`src/rtl/block_check_sequencer.sv`:
```
// Front-end sequencer for a begin/end nesting checker: buffers whole strings,
// resets the checker, streams each string plus a trailing space, and reports the verdict.
//
// state  | meaning
// IDLE   | waiting for a complete buffered string, or a full FIFO with no last-flag
// CLEAR  | checker reset is high; first character is popped onto chk_in
// FEED   | popping one character per cycle onto chk_in until the last-flagged one
// FLUSH  | drives the terminating space, then holds one cycle while the checker absorbs it
// SETTLE | samples the checker result and pulses done
// DROP   | over-length string: discard characters until its last-flag arrives
module block_check_sequencer #(
    parameter int DEPTH = 8
) (
    input  logic        clk,
    input  logic        reset,
    input  logic        in_valid,
    output logic        in_ready,
    input  logic [7:0]  in_data,
    input  logic        in_last,
    output logic        chk_rst,
    output logic [7:0]  chk_in,
    input  logic        chk_result,
    output logic        done,
    output logic        pass,
    output logic        ovf,
    output logic [15:0] char_count
);

    localparam int AW = (DEPTH > 1) ? $clog2(DEPTH) : 1;
    localparam int CW = AW + 1;
    localparam logic [CW-1:0] FULL  = CW'(DEPTH);
    localparam logic [7:0]    SPACE = 8'h20;

    typedef enum logic [2:0] {
        S_IDLE,
        S_CLEAR,
        S_FEED,
        S_FLUSH,
        S_SETTLE,
        S_DROP
    } state_t;

    state_t state, state_nxt;

    logic [8:0]    mem [DEPTH];
    logic [AW-1:0] wr_ptr, rd_ptr;
    logic [CW-1:0] count, last_cnt;
    logic [15:0]   len, drop_cnt;
    logic          flush_hold;

    logic [8:0]    head;
    logic          head_last;
    logic          push, push_fifo, pop;
    logic          start, report, drop_enter, drop_end;

    function automatic logic [15:0] sat_inc(input logic [15:0] v);
        return (v == 16'hFFFF) ? v : v + 16'd1;
    endfunction

    assign head      = mem[rd_ptr];
    assign head_last = head[8];
    assign in_ready  = (state == S_DROP) || (count != FULL);
    assign push      = in_valid && in_ready;
    assign push_fifo = push && (state != S_DROP);

    always_ff @(posedge clk or negedge reset) begin
        if (!reset) begin
            state <= S_IDLE;
        end else begin
            state <= state_nxt;
        end
    end

    always_comb begin
        state_nxt  = state;
        pop        = 1'b0;
        start      = 1'b0;
        report     = 1'b0;
        drop_enter = 1'b0;
        drop_end   = 1'b0;
        case (state)
            S_IDLE: begin
                if (last_cnt != '0) begin
                    state_nxt = S_CLEAR;
                    start     = 1'b1;
                end else if (count == FULL) begin
                    state_nxt  = S_DROP;
                    drop_enter = 1'b1;
                end
            end
            S_CLEAR: begin
                pop       = 1'b1;
                state_nxt = head_last ? S_FLUSH : S_FEED;
            end
            S_FEED: begin
                pop = 1'b1;
                if (head_last) begin
                    state_nxt = S_FLUSH;
                end
            end
            S_FLUSH: begin
                if (flush_hold) begin
                    state_nxt = S_SETTLE;
                end
            end
            S_SETTLE: begin
                report    = 1'b1;
                state_nxt = S_IDLE;
            end
            S_DROP: begin
                if (push && in_last) begin
                    drop_end  = 1'b1;
                    state_nxt = S_IDLE;
                end
            end
            default: state_nxt = S_IDLE;
        endcase
    end

    // Storage itself needs no reset; pointers and counters define what is valid.
    always_ff @(posedge clk) begin
        if (push_fifo) begin
            mem[wr_ptr] <= {in_last, in_data};
        end
    end

    always_ff @(posedge clk or negedge reset) begin
        if (!reset) begin
            wr_ptr   <= '0;
            rd_ptr   <= '0;
            count    <= '0;
            last_cnt <= '0;
        end else if (drop_enter) begin
            wr_ptr   <= '0;
            rd_ptr   <= '0;
            count    <= '0;
            last_cnt <= '0;
        end else begin
            if (push_fifo) begin
                wr_ptr <= wr_ptr + AW'(1);
            end
            if (pop) begin
                rd_ptr <= rd_ptr + AW'(1);
            end
            count    <= count + CW'(push_fifo) - CW'(pop);
            last_cnt <= last_cnt + CW'(push_fifo && in_last) - CW'(pop && head_last);
        end
    end

    // FLUSH lasts two cycles so the checker has consumed the space before SETTLE samples it.
    always_ff @(posedge clk or negedge reset) begin
        if (!reset) begin
            chk_rst    <= 1'b0;
            chk_in     <= SPACE;
            done       <= 1'b0;
            pass       <= 1'b0;
            ovf        <= 1'b0;
            char_count <= '0;
            len        <= '0;
            drop_cnt   <= '0;
            flush_hold <= 1'b0;
        end else begin
            done       <= 1'b0;
            chk_rst    <= start;
            flush_hold <= (state == S_FLUSH) && !flush_hold;

            if (pop) begin
                chk_in <= head[7:0];
            end else if (state == S_FLUSH) begin
                chk_in <= SPACE;
            end

            if (state == S_CLEAR) begin
                len <= 16'd1;
            end else if (state == S_FEED) begin
                len <= sat_inc(len);
            end

            if (drop_enter) begin
                drop_cnt <= 16'(DEPTH);
            end else if (state == S_DROP && push) begin
                drop_cnt <= sat_inc(drop_cnt);
            end

            if (report) begin
                done       <= 1'b1;
                pass       <= chk_result;
                ovf        <= 1'b0;
                char_count <= len;
            end else if (drop_end) begin
                done       <= 1'b1;
                pass       <= 1'b0;
                ovf        <= 1'b1;
                char_count <= sat_inc(drop_cnt);
            end
        end
    end

endmodule

```
`config.mk`:
```
export PLATFORM = sky130hd
export DESIGN_NAME = block_check_sequencer
export DESIGN_NICKNAME = d
export VERILOG_FILES = /design/src/rtl/block_check_sequencer.sv
export SDC_FILE = /design/constraint.sdc
export NUM_CORES = 1
export LEC_CHECK = 0
export ABC_CLOCK_PERIOD_IN_PS = 2500
export BUFFER_PORTS_ARGS = -buffer_cell sky130_fd_sc_hd__buf_2
export CORE_UTILIZATION = 32
export DETAILED_ROUTE_END_ITERATION = 16
export GPL_TIMING_DRIVEN = 0
export PLACE_DENSITY = 0.51
export SYNTH_ARGS = -nofsm -noshare
export SYNTH_HDL_FRONTEND = slang
export SYNTH_SLANG_ARGS = --single-unit
export TNS_END_PERCENT = 20
```
`constraint.sdc`:
```
create_clock -name clk -period 2.5 [get_ports clk]
set_input_delay 0.25 -clock clk [delete_from_list [all_inputs] [get_ports clk]]
set_output_delay 0.25 -clock clk [all_outputs]
set_load 0.05 [all_outputs]
```
==> results.json, run 1 <==
{
  "synth_mux_area_frac": 0.0776,
  "hpwl_um": 11300,
  "min_period_ns": 2.47,
  "ys_types": 61,
  "rsz0062_at_grt": "yes",
  "synth_fp_nets": 578,
  "holdWs_ns": 0.0409,
  "die_h_um": 149,
  "vdd_drop_max_uv": 520,
  "ant_nets": 0,
  "status": "completed",
  "max_cap_viol_count": 0,
  "syn_area_sq_mm": 0.00690,
  "grt_overflow": 0,
  "fmax_mhz": 405,
  "worst_pin_slew_ns": 0.896,
  "synth_edf_count": 72,
  "synth_area_leader_cell": "edfxtp_1",
  "final_common_cell": "dfrtp_1",
  "diodes": 0,
  "insertion_delay_ns": 0.43,
  "grt_pass1_vias": 4749,
  "synthXorXnorAreaFrac": 0.0279,
  "clk_pin_slew_ns": 0.07,
  "synth_fa_ha_area_frac": 0.0327,
  "start_util": 0.327,
  "min_path_type": "in2reg",
  "synth_top_area_frac": 0.313,
  "multiInputGateArea_sq_mm": 0.00272,
  "first_iter_violations": 316,
  "setup.worst_path.end_class": "register",
  "die_area_sq_mm": 0.0221,
  "wl_per_cell_um": 17.6,
  "cts_buffers": 17,
  "p_per_area_mw_per_mm2": 1190,
  "portBuffers": 41,
  "numClockSinks": 150,
  "hold_viol": 0,
  "antenna_found_initial": 0,
  "gp_congestion": 0.829,
  "vias_per_cell": 5.08,
  "drive_above_1_share": 0.262,
  "cp-start-kind": "register",
  "fin_nets": 650,
  "routed-via-count": 4616,
  "cts_tree": "done",
  "dp.cells": 870,
  "grt_usage": 0.155,
  "final_cell_mix": "77 x dfrtp_1, 72 x edfxtp_1, 47 x buf_2, 36 x o21ai_0, 35 x nor2_1",
  "slew_headroom": 0.399,
  "skew_ns": 0.00955,
  "pin_count": 42,
  "clockBufferDepth": 2,
  "postSynthCellCount": 549,
  "design_area_sq_mm": 0.00841,
  "setup_violations": 0,
  "first_pass_iters": 5,
  "cts_max_level": 4,
  "synthArstFlopShare": 0.520,
  "place_area_sq_mm": 0.00756,
  "synth.area.top_cells": "edfxtp_1 31%, dfrtp_1 28%, mux4_2 5.9%, o21ai_0 2.6%, ha_1 2.5%",
  "synth-compound-area-share": 0.106,
  "synth_flop_cell": "dfrtp_1",
  "yosys.area_share.simple": 0.128,
  "syn_to_final_growth_pct": 21.9,
  "ff_latch_area_sq_mm": 0.00412,
  "critical_path_class": "reg2reg",
  "leakagePower_nw": 3.29,
  "path_max_fanout": 4,
  "slew_viol_final": 0,
  "ys_ff_latch": 150,
  "grt_max_degree": 51,
  "drc": 0,
  "syn_avg_cell_area_sq_um": 12.6,
  "grt_pass1_wl_um": 26000,
  "finalPower_mw": 9.98,
  "cp.arrival_ns": 2.83,
  "ys_warn_count": 0,
  "stdcell_count": 909,
  "synth_top_family_by_area": "simple AND/OR/NAND/NOR gates",
  "seq_area_frac_synth": 0.597,
  "core_area_sq_mm": 0.0211,
  "worstPathRequired_ns": 2.86,
  "fin_crit_sh": 0.988,
  "placementRows": 53,
  "die_x_um": 149,
  "root_buffer": "clkbuf_16",
  "routed_wl_um": 16000,
  "fillers": 2021
}
==> layout make-up <==
class	instances	area share
clock inverter	15	0.0231
tap	275	0.0409
buffer	32	0.0205
clock buffer	17	0.0506
timing repair buffer	55	0.0427
sequential	150	0.490
inverter	20	0.00923
multi-input combinational	345	0.323
==> repair_timing <==
action	4_1_cts	5_1_grt
gates resized for setup	22	27
hold buffers	1	0
setup endpoints to repair	48	30
setup buffers	2	6
hold endpoints to repair	27	0
pin swaps	3	4
==> power breakdown <==
group	internal, mW	switching, mW
Clock	1.45	1.20
Sequential	3.14	0.386
Combinational	1.59	2.21
==> metrics by stage <==
step	util	setup WS (ns)	TNS (ns)
2_1_floorplan	-	-0.0906	-0.855
3_3_place_gp	0.353	-1.09	-47.24
3_5_place_dp	0.358	-0.497	-10.15
4_1_cts	0.393	-0.108	-0.209
5_1_grt	0.399	-0.0534	-0.120
6_report	0.399	0.0307	0
==> logic make-up after synthesis <==
logic type | Yosys count
AOI/OAI and AO/OA | 112
xor gates and xnor gates | 22
adders and majority gates | 17
buffers and inverters | 54
DFF | 150
muxes | 31
and+or+nand+nor | 163
==> worst max-delay path, cell delays in order, from the launching register on <==
cell and delay [ns]:
dfrtp_1 0.39, buf_12 0.12, mux4_2 0.51, mux2i_2 0.20, nor2_2 0.06, ha_2 0.31
inv_2 0.04, ha_4 0.15, fa_2 0.51, nor2b_1 0.12
==> flip-flops by register name (all words and copies together), names as in the netlist, 4 cells and up <==
name and flops:
count 4, drop_cnt 16, char_count 16, last_cnt 4
chk_in 8, mem 72, len 16
==> Yosys cell counts, types with 14 or more instances <==
cell type and count:
o21ai_0 36, edfxtp_1 72, a21oi_1 17, ha_1 14
mux4_2 18, dfrtp_1 77, nor2_1 37, nor3_1 16
inv_1 19, nand2_1 35, clkbuf_1 19
==> metal layers <==
layer | up-vias | share of wire | global-route usage
met5 | - | 0 | 0
met4 | 0 | 0.0093 | 0.0378
met3 | 13 | 0.038 | 0.0401
met2 | 79 | 0.50 | 0.259
met1 | 2313 | 0.45 | 0.201
li1 | 2211 | - | -
==> path summary, 6_finish.rpt <==
check	slack, ns	depth (start not counted)	startpoint	endpoint
min	0.04	3	chk_result	pass$_DFFE_PN0P_
min reg2reg	0.44	1	flush_hold$_DFF_PN0_	flush_hold$_DFF_PN0_
max reg2reg	0.03	9	rd_ptr[0]$_DFFE_PN0P_	last_cnt[1]$_DFF_PN0_
max	0.03	9	rd_ptr[0]$_DFFE_PN0P_	last_cnt[1]$_DFF_PN0_
min in group asynchronous	0.30	2	reset	drop_cnt[1]$_DFFE_PN0P_
max in group asynchronous	1.60	3	reset	chk_in[2]$_DFFE_PN0P_
Note: power is estimated with default switching activity, not from simulation.
==> run 2, diff against run 1 <==
Settings changed: CTS_BUF_LIST set to sky130_fd_sc_hd__clkbuf_8.
==> results.json, run 2 (synthesis gave the netlist of run 1 again) <==
{
  "placementRows": 53,
  "finalPower_mw": 9.31,
  "cp.arrival_ns": 2.83,
  "use_met3": 0.0339,
  "first_pass_iters": 4,
  "vias_per_cell": 5.12,
  "grt.busiest_layer": "met2",
  "rr_startpoint": "rd_ptr[0]$_DFFE_PN0P_",
  "die_area_sq_mm": 0.0221,
  "rsz0062_at_grt": "yes",
  "portBuffers": 41,
  "leakagePower_nw": 3.21,
  "pin_count": 42,
  "grt_pass1_wl_um": 25900,
  "final_common_cell": "dfrtp_1",
  "vdd_drop_max_uv": 456,
  "root_buffer": "clkbuf_8",
  "routed-via-count": 4661,
  "ff_latch_area_sq_mm": 0.00412,
  "start_util": 0.327,
  "gp_congestion": 0.829,
  "min_path_type": "in2reg",
  "path_max_fanout": 4,
  "critical_path_class": "reg2reg",
  "status": "completed",
  "dp.cells": 870,
  "diodes": 0,
  "clockBufferDepth": 2,
  "cts_buffers": 17,
  "worstPathRequired_ns": 2.89,
  "cts_tree": "done",
  "min_period_ns": 2.45,
  "grt_overflow": 0,
  "min_to": "mem[2][3]$_DFFE_PP_",
  "worst_pin_slew_ns": 0.873,
  "insertion_delay_ns": 0.46,
  "cp-start-kind": "register",
  "skew_ns": 0.0185,
  "slew_viol_final": 0,
  "reg2reg_depth": 9,
  "wl_per_cell_um": 17.7,
  "die_h_um": 149,
  "multiInputGateArea_sq_mm": 0.00272,
  "fmax_mhz": 409,
  "clk_pin_slew_ns": 0.10,
  "setup_violations": 0,
  "stdcell_count": 910,
  "first_iter_violations": 378,
  "syn_to_final_growth_pct": 19.2,
  "antenna_found_initial": 0,
  "setup.worst_path.end_class": "register",
  "grt_max_degree": 51,
  "rr_endpoint": "last_cnt[1]$_DFF_PN0_",
  "max_cap_viol_count": 0,
  "met2_usage": 0.261,
  "regMostFlops": "mem",
  "drc": 0,
  "routed_wl_um": 16100,
  "fin_nets": 651,
  "core_area_sq_mm": 0.0211,
  "hold_viol": 0,
  "cts_max_level": 4,
  "ant_nets": 0,
  "fillers": 2050,
  "numClockSinks": 150,
  "grt_usage": 0.155,
  "final_cell_mix": "77 x dfrtp_1, 72 x edfxtp_1, 47 x buf_2, 36 x nor2_1, 36 x o21ai_0",
  "drive_above_1_share": 0.257,
  "fin_crit_sh": 0.978,
  "hpwl_um": 11300,
  "reg2reg_slack_ns": 0.05,
  "die_x_um": 149,
  "largest_reg_flops": 72,
  "min-delay-start": "in_data[3]",
  "use_met1": 0.198,
  "grt_pass1_vias": 4754,
  "slew_headroom": 0.415,
  "hold_path_depth": 1,
  "p_per_area_mw_per_mm2": 1130
}
-- run 2: routing by layer --
layer	part of all wire	routed length [um]
met5	0	0
met4	0.014	224
met3	0.033	536
met2	0.50	8100
met1	0.45	7220
-- run 2: worst max-delay path, cell delays in order, from the launching register on --
cell	delay (ns)
dfrtp_1	0.40
buf_12	0.12
mux4_2	0.50
mux2i_2	0.18
nor2_1	0.08
ha_1	0.29
inv_2	0.04
ha_4	0.15
fa_2	0.51
nor2b_1	0.12
-- run 2: worst max-delay path by stage --
stage | startpoint | endpoint | slack, ns | cells past startpoint
global route | rd_ptr[0]$_DFFE_PN0P_ | last_cnt[1]$_DFF_PN0_ | -0.04 | 9
finish | rd_ptr[0]$_DFFE_PN0P_ | last_cnt[1]$_DFF_PN0_ | 0.05 | 9
CTS | rd_ptr[0]$_DFFE_PN0P_ | last_cnt[2]$_DFF_PN0_ | -0.13 | 10
detailed placement | count[2]$_DFF_PN0_ | mem[2][4]$_DFFE_PP_ | -0.50 | 7
global placement | count[2]$_DFF_PN0_ | mem[0][3]$_DFFE_PP_ | -1.09 | 7
floorplan | count[2]$_DFF_PN0_ | count[1]$_DFF_PN0_ | -0.09 | 11
-- run 2: area by class of cell --
cell class,instances,share of cell area
Timing Repair Buffer,56,0.0449
Inverter,20,0.00943
Sequential cell,150,0.500
Clock inverter,15,0.0236
Multi-Input combinational cell,345,0.331
Tap cell,275,0.0418
Clock buffer,17,0.0285
Buffer,32,0.0205
-- run 2: what timing repair did --
action | in CTS | in global routing
hold buffers | 2 | 0
resized for setup | 23 | 23
pin swaps | 2 | 8
endpoints found under the hold margin | 28 | 0
endpoints found under the setup margin | 46 | 25
buffers inserted | 2 | 6
-- run 2: stage by stage --
stage	worst slack, ns	area (sq um)	TNS, ns	util	hold WS, ns
after floorplan	-0.0906	6900	-0.855	-	-0.0456
after global placement	-1.09	7450	-47.24	0.353	0.425
after detailed placement	-0.497	7560	-10.15	0.358	0.219
after CTS	-0.125	8110	-0.243	0.385	0.0229
after global routing	-0.0401	8220	-0.102	0.390	0.0272
final	0.0544	8220	0	0.390	0.0547
-- run 2: where the power goes --
part	switching [mW]	internal [mW]
Clock	1.12	0.869
Combinational	2.21	1.58
Sequential	0.391	3.14
